`src/rtl/fsum_sched.sv`:
```
// fsum_sched: channel-major sequencer for the full-sum accumulator engine.
// Define FSUM_SCHED_RELU_EN to zero negative final sums on out_data (fp16 ReLU).
module fsum_sched #(
  parameter int unsigned MAX_O_SIDE = 128,
  parameter int unsigned IDX_W      = 8
) (
  input  logic             clk,
  input  logic             rst,
  input  logic             start,
  input  logic [15:0]      cfg_i_channels,
  input  logic [IDX_W-1:0] cfg_o_bursts,
  input  logic             fifo_empty,
  output logic             eng_start,
  input  logic             eng_ready,
  input  logic [15:0]      eng_result,
  output logic [15:0]      i_channel_count,
  output logic [IDX_W-1:0] fsum_index,
  output logic             wb_en,
  output logic [15:0]      wb_data,
  output logic             out_valid,
  output logic [15:0]      out_data,
  output logic             busy,
  output logic             done,
  output logic             protocol_err
);

  typedef enum logic [2:0] {
    StIdle,
    StWaitData,
    StIssue,
    StWaitEng,
    StWrite,
    StAdvance,
    StDone
  } state_e;

  state_e state_q, state_d;

  logic [15:0]      ch_q, ch_d;
  logic [IDX_W-1:0] idx_q, idx_d;
  logic [15:0]      cfg_ch_q, cfg_ch_d;
  logic [IDX_W-1:0] cfg_ob_q, cfg_ob_d;
  logic [15:0]      res_q, res_d;
  logic [15:0]      out_data_q, out_data_d;
  logic             err_q, err_d;
  logic             eng_start_q, eng_start_d;
  logic             wb_en_q, wb_en_d;
  logic             out_valid_q, out_valid_d;
  logic             busy_q, busy_d;
  logic             done_q, done_d;

  logic [IDX_W-1:0] ob_clamped;
  logic [IDX_W:0]   idx_inc;

  function automatic logic [15:0] relu(input logic [15:0] x);
`ifdef FSUM_SCHED_RELU_EN
    return x[15] ? 16'h0000 : x;
`else
    return x;
`endif
  endfunction

  assign ob_clamped = (32'(cfg_o_bursts) > MAX_O_SIDE) ? IDX_W'(MAX_O_SIDE) : cfg_o_bursts;
  assign idx_inc    = {1'b0, idx_q} + (IDX_W+1)'(1);

  always_comb begin
    state_d    = state_q;
    ch_d       = ch_q;
    idx_d      = idx_q;
    cfg_ch_d   = cfg_ch_q;
    cfg_ob_d   = cfg_ob_q;
    res_d      = res_q;
    out_data_d = out_data_q;
    err_d      = err_q;

    unique case (state_q)
      StIdle: begin
        if (start) begin
          cfg_ch_d = cfg_i_channels;
          cfg_ob_d = ob_clamped;
          ch_d     = '0;
          idx_d    = '0;
          err_d    = 1'b0;
          state_d  = (cfg_i_channels == '0 || cfg_o_bursts == '0) ? StDone : StWaitData;
        end
      end
      StWaitData: begin
        if (!fifo_empty) state_d = StIssue;
      end
      StIssue: state_d = StWaitEng;
      StWaitEng: begin
        if (eng_ready) begin
          res_d      = eng_result;
          out_data_d = relu(eng_result);
          state_d    = StWrite;
        end
      end
      StWrite: begin
        // Step the counters on the way into ADVANCE so the new pair is visible there
        // and the completion test below sees the updated channel count.
        state_d = StAdvance;
        if (idx_inc == {1'b0, cfg_ob_q}) begin
          idx_d = '0;
          ch_d  = ch_q + 16'd1;
        end else begin
          idx_d = idx_inc[IDX_W-1:0];
        end
      end
      StAdvance: state_d = (ch_q == cfg_ch_q) ? StDone : StWaitData;
      StDone: begin
        ch_d    = '0;
        idx_d   = '0;
        state_d = StIdle;
      end
      default: state_d = StIdle;
    endcase

    if (eng_ready && state_q != StWaitEng) err_d = 1'b1;
  end

  // Moore outputs registered from the next state.
  always_comb begin
    eng_start_d = (state_d == StIssue);
    wb_en_d     = (state_d == StWrite);
    out_valid_d = (state_d == StWrite) && (ch_q == cfg_ch_q - 16'd1);
    busy_d      = (state_d != StIdle);
    done_d      = (state_d == StDone);
  end

  always_ff @(posedge clk or posedge rst) begin
    if (rst) begin
      state_q     <= StIdle;
      ch_q        <= '0;
      idx_q       <= '0;
      cfg_ch_q    <= '0;
      cfg_ob_q    <= '0;
      res_q       <= '0;
      out_data_q  <= '0;
      err_q       <= 1'b0;
      eng_start_q <= 1'b0;
      wb_en_q     <= 1'b0;
      out_valid_q <= 1'b0;
      busy_q      <= 1'b0;
      done_q      <= 1'b0;
    end else begin
      state_q     <= state_d;
      ch_q        <= ch_d;
      idx_q       <= idx_d;
      cfg_ch_q    <= cfg_ch_d;
      cfg_ob_q    <= cfg_ob_d;
      res_q       <= res_d;
      out_data_q  <= out_data_d;
      err_q       <= err_d;
      eng_start_q <= eng_start_d;
      wb_en_q     <= wb_en_d;
      out_valid_q <= out_valid_d;
      busy_q      <= busy_d;
      done_q      <= done_d;
    end
  end

  assign eng_start       = eng_start_q;
  assign i_channel_count = ch_q;
  assign fsum_index      = idx_q;
  assign wb_en           = wb_en_q;
  assign wb_data         = res_q;
  assign out_valid       = out_valid_q;
  assign out_data        = out_data_q;
  assign busy            = busy_q;
  assign done            = done_q;
  assign protocol_err    = err_q;

endmodule

```
`config.mk`:
```
export PLATFORM = sky130hd
export DESIGN_NAME = fsum_sched
export DESIGN_NICKNAME = d
export VERILOG_FILES = /design/src/rtl/fsum_sched.sv
export SDC_FILE = /design/constraint.sdc
export NUM_CORES = 1
export LEC_CHECK = 0
export ABC_CLOCK_PERIOD_IN_PS = 7900
export CAP_MARGIN = 5
export CORE_AREA = 2 2 92 94
export CTS_CLUSTER_SIZE = 30
export DETAILED_ROUTE_END_ITERATION = 7
export DIE_AREA = 0 0 94 96
export PLACE_DENSITY = 0.86
export REMOVE_ABC_BUFFERS = 1
export SYNTH_ARGS = -nofsm -noshare
export SYNTH_HDL_FRONTEND = slang
export SYNTH_SLANG_ARGS = --single-unit
export TNS_END_PERCENT = 5
```
`constraint.sdc`:
```
create_clock -name clk -period 7.9 [get_ports clk]
set_input_delay 1.58 -clock clk [delete_from_list [all_inputs] [get_ports clk]]
set_output_delay 1.58 -clock clk [all_outputs]
set_load 0.05 [all_outputs]
```
==> results by group, run 1 <==
Global route
  – Remaining global-route overflow: 0
  – Via count of the first global-routing pass: 3,897
  – First-pass GRT wire length: 18,500 um
  – Total routing usage reported by global routing: 0.263
  – Number of antenna violations at the first check in global routing: 0
  – Largest net degree at the start of global routing: 74

Die
  – Full die area: 9020 sq um
  – Number of I/O pins: 107
  – X dimension of the die: 94 um
  – Area inside the core boundary: 8050 sq um
  – Height of the die: 96 um
  – Placement row count: 33
  – Starting density of the core: 0.529

Timing
  – Worst-margin pin slew: 1.07 ns
  – Final Max Slew Viols: 0
  – Worst Clk Skew: 0.00597 ns
  – Worst Hold Margin: 0.509 ns
  – Min cycle time layout: 3.98 ns
  – Tcrit/Tclk final: 0.504
  – Unrepaired setup endpoints after global routing: no
  – Max Clock Freq: 251 MHz
  – Hold Violations, Final: 0
  – Number of setup violations in the final report: 0
  – Total negative slack for setup checks: 0 ns
  – Slew headroom: 0.287

Synth
  – Count of flip-flops with a built-in enable after synthesis: 0
  – Leading post-synthesis cells by cell area: sky130_fd_sc_hd__dfrtp_1 43%, sky130_fd_sc_hd__nand2_1 12%, sky130_fd_sc_hd__xnor2_1 4.5%
  – Cell area after synthesis: 4260 sq um
  – Main synth FF type: sky130_fd_sc_hd__dfrtp_1
  – Post-synthesis register bit count: 73
  – Synthesized netlist cell count: 507
  – Biggest area consumer among synthesized cells: sky130_fd_sc_hd__dfrtp_1
  – Share of the synthesized area in the top cell type: 0.429
  – Cell variety after synth: 56
  – Sequential-to-total area share from yosys stat: 0.429
  – Total number of yosys warnings: 0
  – Ys async rst share: 1.00
  – Mean area per synthesized cell: 8.41 sq um

Layout
  – Non-Filler Instances: 692
  – Final Instance Area: 5480 sq um
  – Share of the core filled with cells: 0.681
  – Layout Nets: 630
  – Fraction of layout cells with a size suffix above 1: 0.0528
  – Synthesis-to-finish area growth: 28.7%
  – Antenna cells: 0

Clock network
  – Worst-path clk slew: 0.09 ns
  – Number of buffers on the longest clock path: 2
  – Clock Sinks: 73
  – Post-CTS repair timing setup buffer count: 0
  – Total of cells resized after clock tree synthesis: 0
  – Number of H-tree levels: 3
  – Number of hold-repair buffers added at the cts stage: 0
  – Clock tree from TritonCTS: yes
  – Later-pin clock latency in the skew report: 0.36 ns
  – CTS Root Buffer Type: sky130_fd_sc_hd__clkbuf_8
  – CTS Buf Count: 9

Placement
  – Count of input and output buffers: 106
  – Placer's final routability congestion estimate: 0.873
  – Inst Count DP: 676
  – Half-perimeter wire length after placement: 8060 um
  – Placement-stage cell area: 5260 sq um

Detailed routing
  – Wire per inst: 16.4 um
  – Sum of routed wire segments on met1: 4650 um
  – Post-detailed-route DRC marker count: 0
  – Wire length after detailed routing: 11,400 um
  – Highest routed layer: met4
  – Pre-antenna DRT Iters: 5
  – Vias/cell: 5.85
  – Overall via count from detail_route: 4,048
  – Residual antenna-violating net count after detailed routing: 0
  – DRC marker count from the first detailed-route iteration: 246
  – Met2 routed wirelength: 5660 um
  – Met3 layer wire length in the routed design: 664 um

Critical path
  – Crit Path Category: primary input to flip-flop
  – Endpoint required time on the critical path: 8.15 ns
  – Max stage delay on crit path: 0.73 ns
  – Slowest cell on the critical path: sky130_fd_sc_hd__or4_1
  – Top delay family on crit path: simple AND/OR/NAND/NOR gates
  – Number of buffer and inverter instances along the worst setup path: 1
  – Critical Path End Type: flip-flop
  – Cell Chain, Critical Path: clkdlybuf4s50_1 -> nand4_1 -> or4_1 -> nor4_1 -> nand4b_1 -> nor4bb_1
  – Startpoint kind of the worst setup timing path: primary input
  – Arrival time of the worst setup path: 4.23 ns
  – Max FO, Critical Path: 19

Pwr
  – Worst IR drop on VDD: 0.000270 V
  – Lkg Pwr: 2.34 nW
  – Power per standard cell area: 360 nW/um^2

Min path
  – Hold Crit Class: flip-flop to flip-flop

Flow run
  – Max Cap Viol: 0

Run status
  – Status: finished clean
## cell usage in the layout, fill, tap and decap left out, types with 12 or more instances in the layout
cell type                           n
sky130_fd_sc_hd__dfrtp_1           73
sky130_fd_sc_hd__nor3_1            12
sky130_fd_sc_hd__xor2_1            13
sky130_fd_sc_hd__clkdlybuf4s50_1  106
sky130_fd_sc_hd__nor4_1            16
sky130_fd_sc_hd__nor2_1            20
sky130_fd_sc_hd__nand3_1           18
sky130_fd_sc_hd__xnor2_1           22
sky130_fd_sc_hd__o21ai_0           16
sky130_fd_sc_hd__nand2_1          138
## kinds of logic (layout without fill, tap and decap cells)
group,Yosys count,in the layout,synth area share
mux,5,5,0.0120
xor+xnor,35,35,0.0719
buf+inv,59,139,0.0678
fa+ha+maj,3,3,0.00881
simple gates,256,256,0.284
flops,73,73,0.429
compound gates,76,76,0.126
## stage by stage
stage	setup WS [ns]	total power [mW]
finish	3.92	1.97
global route	3.67	2.08
CTS	3.94	1.97
detailed placement	3.56	1.62
global placement	3.63	1.59
floorplan	4.47	1.28
## synth_stat cells, drive strengths merged, types with 2 or more instances
| cell type | n |
|---|---|
| a22o | 3 |
| a211o | 3 |
| o221ai | 2 |
| o211ai | 7 |
| nor3b | 2 |
| a21oi | 8 |
| nand3b | 2 |
| a31oi | 3 |
| xnor2 | 22 |
| nand4 | 10 |
| buf | 20 |
| nor4 | 17 |
| mux2i | 4 |
| a22oi | 7 |
| nor2 | 20 |
| o311ai | 6 |
| nor3 | 14 |
| nand2 | 138 |
| inv | 11 |
| and3 | 5 |
| nand4b | 3 |
| o21ai | 16 |
| o21a | 2 |
| o22ai | 4 |
| o31ai | 3 |
| nand3 | 18 |
| clkbuf | 27 |
| or3 | 2 |
| dfrtp | 73 |
| nand2b | 8 |
| or4 | 10 |
| xor2 | 13 |
| ha | 3 |
| a21boi | 2 |
## area by class of cell
type	instances	area [sq um]
fill	629	2570
inverter	12	45.0
sequential	73	1830
multi-input combinational	375	2160
timing repair buffer	111	1100
clock inverter	7	101
clock buffer	9	124
tap	105	131
## power by group
group / total [mW] / internal [mW] / switching (mW) / leakage [nW]
sequential: 0.624 / 0.488 / 0.136 / 0.953
clock: 0.338 / 0.181 / 0.157 / 0.107
combinational: 1.01 / 0.359 / 0.652 / 1.28
## state kept, by name, summed over array words and instances (netlist names)
register / count
cfg_ch_q: 16
i_channel_count: 16
out_data: 16
cfg_ob_q: 8
fsum_index: 8
state_q: 3
busy: 1
done: 1
eng_start: 1
out_valid: 1
protocol_err: 1
wb_en: 1
## routing by layer
layer	GRT usage	vias up
li1	-	1908
met1	0.340	1929
met2	0.430	173
met3	0.0509	38
met4	0.121	0
met5	0	-
## final timing paths
kind / from / end / slack (ns) / depth (start not counted)
min reg2reg: out_data[14]$_DFFE_PP0P_ / out_data[14]$_DFFE_PP0P_ / 0.51 / 2
min in group asynchronous: rst / wb_en$_DFF_PP0_ / 1.82 / 3
max in group asynchronous: rst / i_channel_count[12]$_DFFE_PP0P_ / 5.49 / 3
min: out_data[14]$_DFFE_PP0P_ / out_data[14]$_DFFE_PP0P_ / 0.51 / 2
max reg2reg: fsum_index[0]$_DFFE_PP0P_ / i_channel_count[6]$_DFFE_PP0P_ / 4.80 / 7
max: eng_ready / out_valid$_DFF_PP0_ / 3.92 / 6
## tightest hold or removal path, cell delays in order, from the launching register on
cell,delay (ns)
sky130_fd_sc_hd__dfrtp_1,0.37
sky130_fd_sc_hd__nand2_1,0.06
sky130_fd_sc_hd__nand2_1,0.06
No activity file was read; power rests on OpenSTA's default activity.
==> run 2: changes to the inputs <==
- ABC_CLOCK_PERIOD_IN_PS: 7900 -> 3330
- CORE_AREA: 2 2 92 94 -> 2 2 101 103
- DIE_AREA: 0 0 94 96 -> 0 0 103 105
- PLACE_DENSITY: 0.86 -> 0.76
- clock period: 7.9 -> 3.33 ns (I/O delays scaled with it)
==> run 2 against run 1 <==
Against the previous run: sequential power up 140%; critical path type is now flip-flop to flip-flop; clock-buffer cell count up 1; clock skew up 0.0017 ns; critical endpoint is now i_channel_count[6]$_DFFE_PP0P_.
==> results by group, run 2 (same netlist as run 1, synthesis figures left out) <==
Pwr
  – Lkg Pwr: 2.38 nW (+1.7%)
  – Worst IR drop on VDD: 0.000704 V (+160%)
  – Power per standard cell area: 845 nW/um^2 (+130%)
  – Total power of the final layout: 4.73 mW (+140%)

Global route
  – Largest net degree at the start of global routing: 40 (-46%)
  – First-pass GRT wire length: 18,800 um (+1.5%)
  – Met1 usage: 0.269 (-0.0714)
  – Peak-usage layer in the global routing report: met2
  – M2 GR Usage: 0.371 (-0.0592)
  – Remaining global-route overflow: 0 (unchanged)
  – Met3 usage in global routing: 0.0535 (+0.00261)
  – Total routing usage reported by global routing: 0.216 (-0.0468)
  – Number of antenna violations at the first check in global routing: 0 (unchanged)
  – Via count of the first global-routing pass: 3,983 (+2.2%)

Timing
  – Min cycle time layout: 3.03 ns
  – Hold Violations, Final: 0 (unchanged)
  – Max Clock Freq: 330 MHz
  – Unrepaired setup endpoints after global routing: no
  – Number of setup violations in the final report: 0 (unchanged)
  – Tcrit/Tclk final: 0.909
  – Worst setup slack after layout: 0.302 ns (-3.61 ns)
  – Final Max Slew Viols: 0 (unchanged)
  – Worst Clk Skew: 0.00762 ns (+0.00166 ns)
  – Slew headroom: 0.510 (+0.223)
  – Worst-margin pin slew: 0.734 ns (-0.333 ns)

Detailed routing
  – DRC marker count from the first detailed-route iteration: 176 (-28%)
  – Wire per inst: 15.5 um (-5.6%)
  – Vias/cell: 5.45 (-6.8%)
  – Residual antenna-violating net count after detailed routing: 0 (unchanged)
  – Post-detailed-route DRC marker count: 0 (unchanged)
  – Wire length after detailed routing: 11,200 um (-1.1%)
  – Overall via count from detail_route: 3,951 (-2.4%)
  – Pre-antenna DRT Iters: 4 (-1)

Placement
  – Placement Setup Slack: 0.333 ns (-3.23 ns)
  – Placement-stage cell area: 5340 sq um (+1.6%)
  – Inst Count DP: 709 (+4.9%)
  – Count of input and output buffers: 106 (unchanged)
  – Placer's final routability congestion estimate: 0.904 (+3.5%)
  – Half-perimeter wire length after placement: 8290 um (+2.9%)

Die
  – Height of the die: 105 um (+9.4%)
  – Starting density of the core: 0.442 (-0.0872)
  – Number of I/O pins: 107 (unchanged)
  – Placement row count: 36 (+9.1%)
  – Area inside the core boundary: 9640 sq um (+20%)
  – Full die area: 10,800 sq um (+20%)
  – X dimension of the die: 103 um (+9.6%)

Critical path
  – Max FO, Critical Path: 18 (-1)
  – Arrival time of the worst setup path: 3.31 ns (-0.92 ns)
  – Crit Path Category: flip-flop to flip-flop
  – Endpoint required time on the critical path: 3.61 ns (-4.54 ns)
  – Startpoint kind of the worst setup timing path: flip-flop
  – Critical Path End Type: flip-flop

Clock network
  – Worst-path clk slew: 0.08 ns (about the same)
  – CTS Buf Count: 9 (unchanged)
  – Number of H-tree levels: 3 (unchanged)
  – Clock Sinks: 73 (unchanged)
  – CTS Root Buffer Type: sky130_fd_sc_hd__clkbuf_8
  – Number of hold-repair buffers added at the cts stage: 0 (unchanged)
  – Clock tree from TritonCTS: yes
  – Total of cells resized after clock tree synthesis: 0 (unchanged)
  – Post-CTS repair timing setup buffer count: 0 (unchanged)
  – Number of buffers on the longest clock path: 2 (unchanged)
  – Later-pin clock latency in the skew report: 0.34 ns (-0.02 ns)

Layout
  – Antenna cells: 0 (unchanged)
  – Final Instance Area: 5600 sq um (+2.0%)
  – Layout Nets: 635 (+0.79%)
  – Leading cell types in the layout, fill and taps excluded: 138 x sky130_fd_sc_hd__nand2_1, 106 x sky130_fd_sc_hd__clkdlybuf4s50_1, 73 x sky130_fd_sc_hd__dfrtp_1
  – Non-Filler Instances: 725 (+4.8%)
  – Fraction of layout cells with a size suffix above 1: 0.0608 (+0.00800)
  – Most common library cell in the layout ignoring fill and taps: sky130_fd_sc_hd__nand2_1
  – Synthesis-to-finish area growth: 31.3%
  – Filler instances: 863 (+37%)
  – Share of the core filled with cells: 0.580 (-0.101)

Run status
  – Status: finished clean

Flow run
  – Max Cap Viol: 0 (unchanged)

Min path
  – Hold Crit Class: flip-flop to flip-flop
run 2: cell types whose count changed in the layout (fill, tap and decap cells not counted):
cell | previous run | this run
sky130_fd_sc_hd__clkbuf_8 | 9 | 10
sky130_fd_sc_hd__inv_6 | 3 | 1
sky130_fd_sc_hd__buf_12 | 0 | 1
sky130_fd_sc_hd__buf_4 | 5 | 9
sky130_fd_sc_hd__bufinv_16 | 2 | 3
run 2: layout make-up:
cell class                 instances  area [sq um]  share of cell area
sequential                        73          1830               0.326
multi-input combinational        375          2160               0.386
tap                              133           166              0.0297
clock buffer                      10           138              0.0246
inverter                          12          45.0             0.00805
timing repair buffer             116          1150               0.205
clock inverter                     6           114              0.0203
run 2: where the power goes:
part	internal (mW)	leakage, nW	switching, mW
logic	0.872	1.31	1.52
clock network	0.521	0.119	0.344
registers	1.16	0.953	0.315
total	2.55	2.38	2.18
run 2: critical path, cell delays in order (launching register included):
cell,delay (ns)
sky130_fd_sc_hd__dfrtp_1,0.47
sky130_fd_sc_hd__ha_1,0.29
sky130_fd_sc_hd__nand3_1,0.21
sky130_fd_sc_hd__nor2_1,0.12
sky130_fd_sc_hd__a311o_1,0.40
sky130_fd_sc_hd__or4_1,0.82
sky130_fd_sc_hd__or4_1,0.56
sky130_fd_sc_hd__nand3_1,0.09
run 2: path summary, 6_finish.rpt:
| kind | from | end | slack (ns) | depth (start not counted) |
|---|---|---|---|---|
| max | fsum_index[0]$_DFFE_PP0P_ | i_channel_count[6]$_DFFE_PP0P_ | 0.30 | 7 |
| min | cfg_ob_q[0]$_DFFE_PP0P_ | cfg_ob_q[0]$_DFFE_PP0P_ | 0.51 | 2 |
| max reg2reg | fsum_index[0]$_DFFE_PP0P_ | i_channel_count[6]$_DFFE_PP0P_ | 0.30 | 7 |
| min reg2reg | cfg_ob_q[0]$_DFFE_PP0P_ | cfg_ob_q[0]$_DFFE_PP0P_ | 0.51 | 2 |
| max in group asynchronous | rst | fsum_index[5]$_DFFE_PP0P_ | 1.91 | 3 |
| min in group asynchronous | rst | out_data[8]$_DFFE_PP0P_ | 0.76 | 2 |
run 2: stage by stage:
| step | setup TNS, ns | hold slack (ns) |
|---|---|---|
| 4_1_cts | 0 | 0.514 |
| 3_5_place_dp | 0 | 0.491 |
| 5_1_grt | 0 | 0.544 |
| 3_3_place_gp | 0 | 0.486 |
| 6_report | 0 | 0.508 |
| 2_1_floorplan | -0.131 | 0.467 |
run 2: layer usage:
| layer | vias to the layer above | share of wire | wire length [um] |
|---|---|---|---|
| met5 | - | 0 | 0 |
| met4 | 0 | 0.0095 | 107 |
| met3 | 10 | 0.057 | 636 |
| met2 | 120 | 0.51 | 5700 |
| met1 | 1899 | 0.43 | 4780 |
| li1 | 1922 | - | - |
==> run 3: changes to the inputs <==
- CTS_CLUSTER_SIZE: 30 -> 14
- RECOVER_POWER: not set -> 100
- SLEW_MARGIN: not set -> 25
==> run 3 against run 2 <==
Against the previous run: final cell count stayed put; clock-buffer cell count stayed put; cell area is 0.81% lower.
==> results by group, run 3 (same netlist as run 1, synthesis figures left out) <==
Critical path
  – Critical Path End Type: flip-flop
  – Startpoint kind of the worst setup timing path: flip-flop
  – Cell Chain, Critical Path: ha_1 -> nand3_1 -> nor2_1 -> a311o_1 -> or4_1 -> or4_1 -> nand3_1
  – Max stage delay on crit path: 0.82 ns (about the same)
  – Max FO, Critical Path: 18 (unchanged)
  – Crit Path Category: flip-flop to flip-flop
  – Slowest cell on the critical path: sky130_fd_sc_hd__or4_1
  – Arrival time of the worst setup path: 3.30 ns (about the same)
  – Endpoint required time on the critical path: 3.62 ns (about the same)

Placement
  – Placement Setup Slack: 0.333 ns (unchanged)
  – Placer's final routability congestion estimate: 0.904 (unchanged)
  – Inst Count DP: 709 (unchanged)
  – Count of input and output buffers: 106 (unchanged)
  – Placement-stage cell area: 5340 sq um (unchanged)
  – Half-perimeter wire length after placement: 8290 um (unchanged)

Detailed routing
  – Pre-antenna DRT Iters: 6 (+2)
  – Wire length after detailed routing: 11,200 um (-0.16%)
  – DRC marker count from the first detailed-route iteration: 219 (+24%)
  – Vias/cell: 5.46 (+0.13%)
  – Wire per inst: 15.5 um (-0.16%)
  – Residual antenna-violating net count after detailed routing: 0 (unchanged)
  – Overall via count from detail_route: 3,956 (+0.13%)
  – Post-detailed-route DRC marker count: 0 (unchanged)

Global route
  – Via count of the first global-routing pass: 3,983 (unchanged)
  – Total routing usage reported by global routing: 0.216 (unchanged)
  – First-pass GRT wire length: 18,800 um (unchanged)
  – Number of antenna violations at the first check in global routing: 0 (unchanged)
  – Remaining global-route overflow: 0 (unchanged)
  – Largest net degree at the start of global routing: 40 (unchanged)

Layout
  – Final Instance Area: 5550 sq um (-0.81%)
  – Most common library cell in the layout ignoring fill and taps: sky130_fd_sc_hd__nand2_1
  – Layout Nets: 635 (unchanged)
  – Leading cell types in the layout, fill and taps excluded: 138 x sky130_fd_sc_hd__nand2_1, 73 x sky130_fd_sc_hd__dfrtp_1, 67 x sky130_fd_sc_hd__dlygate4sd3_1
  – Non-Filler Instances: 725 (unchanged)
  – Area taken by multi-input logic gates: 2150 sq um (-0.52%)
  – Area taken by flip-flops and latches: 1830 sq um (unchanged)
  – Fraction of layout cells with a size suffix above 1: 0.0473 (-0.0135)
  – Synthesis-to-finish area growth: 30.2%
  – Filler instances: 876 (+1.5%)
  – Antenna cells: 0 (unchanged)

Die
  – X dimension of the die: 103 um (unchanged)
  – Full die area: 10,800 sq um (unchanged)
  – Height of the die: 105 um (unchanged)
  – Number of I/O pins: 107 (unchanged)
  – Area inside the core boundary: 9640 sq um (unchanged)
  – Placement row count: 36 (unchanged)
  – Starting density of the core: 0.442 (unchanged)

Flow run
  – Max Cap Viol: 0 (unchanged)

Min path
  – Hold Crit Class: flip-flop to flip-flop

Timing
  – Worst Clk Skew: 0.00825 ns (+0.000626 ns)
  – Min cycle time layout: 3.01 ns (-0.0177 ns)
  – Max Clock Freq: 332 MHz (+0.59%)
  – Worst-margin pin slew: 1.27 ns (+0.538 ns)
  – Final Max Slew Viols: 0 (unchanged)
  – Worst Hold Margin: 0.498 ns (-0.0105 ns)
  – Worst setup slack after layout: 0.319 ns (+0.0177 ns)
  – Tcrit/Tclk final: 0.904 (-0.00531)
  – Unrepaired setup endpoints after global routing: no
  – Number of setup violations in the final report: 0 (unchanged)
  – Slew headroom: 0.151 (-0.359)
  – Hold Violations, Final: 0 (unchanged)

Pwr
  – Total power of the final layout: 4.62 mW (-2.2%)
  – Share of power burned in registers: 0.316 (+0.005)
  – Worst IR drop on VDD: 0.000673 V (-4.3%)
  – Net Sw Power: 2.17 mW (-0.58%)
  – Power per standard cell area: 833 nW/um^2 (-1.4%)
  – Clk pwr share: 0.188 (+0.005)
  – Internal power of the cells: 2.46 mW (-3.6%)
  – Combinational Power Share: 0.496 (-0.010)
  – Lkg Pwr: 2.50 nW (+5.1%)
  – Switching part of the total: 0.469 (+0.00776)

Clock network
  – CTS Buf Count: 9 (unchanged)
  – Worst-path clk slew: 0.08 ns (about the same)
  – Total of cells resized after clock tree synthesis: 0 (unchanged)
  – Number of H-tree levels: 3 (unchanged)
  – Later-pin clock latency in the skew report: 0.35 ns (about the same)
  – Post-CTS repair timing setup buffer count: 0 (unchanged)
  – Clock Sinks: 73 (unchanged)
  – Clock tree from TritonCTS: yes
  – CTS Root Buffer Type: sky130_fd_sc_hd__clkbuf_8
  – Number of hold-repair buffers added at the cts stage: 0 (unchanged)
  – Number of buffers on the longest clock path: 2 (unchanged)

Run status
  – Status: finished clean
==> run 3: changes by cell type in the layout (fill, tap and decap cells not counted) <==
cell                              delta
sky130_fd_sc_hd__clkdlybuf4s50_1    -67
sky130_fd_sc_hd__dlygate4sd3_1      +67
sky130_fd_sc_hd__buf_4               -5
sky130_fd_sc_hd__clkbuf_1            +5
sky130_fd_sc_hd__buf_12              -1
sky130_fd_sc_hd__clkbuf_2            +1
sky130_fd_sc_hd__inv_1               +1
sky130_fd_sc_hd__inv_2               -1
sky130_fd_sc_hd__nor3_1              +1
sky130_fd_sc_hd__nor3_2              -1
sky130_fd_sc_hd__nor4_1              +1
sky130_fd_sc_hd__nor4_2              -1
sky130_fd_sc_hd__o311ai_0            +1
sky130_fd_sc_hd__o311ai_1            -1
==> run 3: final cells by class <==
| type | instances | area share |
|---|---|---|
| Clock buffer | 10 | 0.0248 |
| Timing Repair Buffer | 116 | 0.201 |
| Multi-Input combinational cell | 375 | 0.387 |
| Tap cell | 133 | 0.0300 |
| Inverter | 12 | 0.00812 |
| Sequential cell | 73 | 0.329 |
| Clock inverter | 6 | 0.0205 |
==> run 3: power by group through the flow <==
stage | Clock, mW | Sequential [mW] | Combinational (mW)
6_report | 0.870 | 1.46 | 2.30
5_1_grt | 0.919 | 1.50 | 2.48
4_1_cts | 0.884 | 1.47 | 2.40
3_5_place_dp | 0 | 1.48 | 2.39
3_3_place_gp | 0 | 1.47 | 2.34
2_1_floorplan | 0 | 2.11 | 0.933
==> run 3: per-layer routing <==
layer / track usage / share of wire / up-vias
li1: - / - / 1925
met1: 0.269 / 0.43 / 1883
met2: 0.371 / 0.50 / 128
met3: 0.0535 / 0.057 / 20
met4: 0.0555 / 0.016 / 0
met5: 0 / 0 / -
==> run 3: final timing paths <==
path	from	to	slack (ns)	depth (start not counted)
worst max-delay path	fsum_index[0]$_DFFE_PP0P_	i_channel_count[6]$_DFFE_PP0P_	0.32	7
worst min-delay path	out_data[2]$_DFFE_PP0P_	out_data[2]$_DFFE_PP0P_	0.50	2
worst max register to register	fsum_index[0]$_DFFE_PP0P_	i_channel_count[6]$_DFFE_PP0P_	0.32	7
worst min register to register	out_data[2]$_DFFE_PP0P_	out_data[2]$_DFFE_PP0P_	0.50	2
max in group asynchronous	rst	cfg_ch_q[7]$_DFFE_PP0P_	0.61	3
min in group asynchronous	rst	state_q[0]$_DFF_PP0_	1.11	2
==> run 3: metrics by stage <==
stage / utilization / TNS [ns]
after CTS: 0.580 / 0
after global routing: 0.576 / 0
after detailed placement: 0.554 / 0
after global placement: 0.554 / 0
final: 0.576 / 0
after floorplan: - / -0.131
==> run 3: critical path: cells and delay by family, from the launching register on <==
family                   cells  cell delay (ns)
AO/OA/AOI/OAI                1             0.39
adder cells (fa/ha/maj)      1             0.29
AND/OR/NAND/NOR              5             1.80
flip-flops                   1             0.47
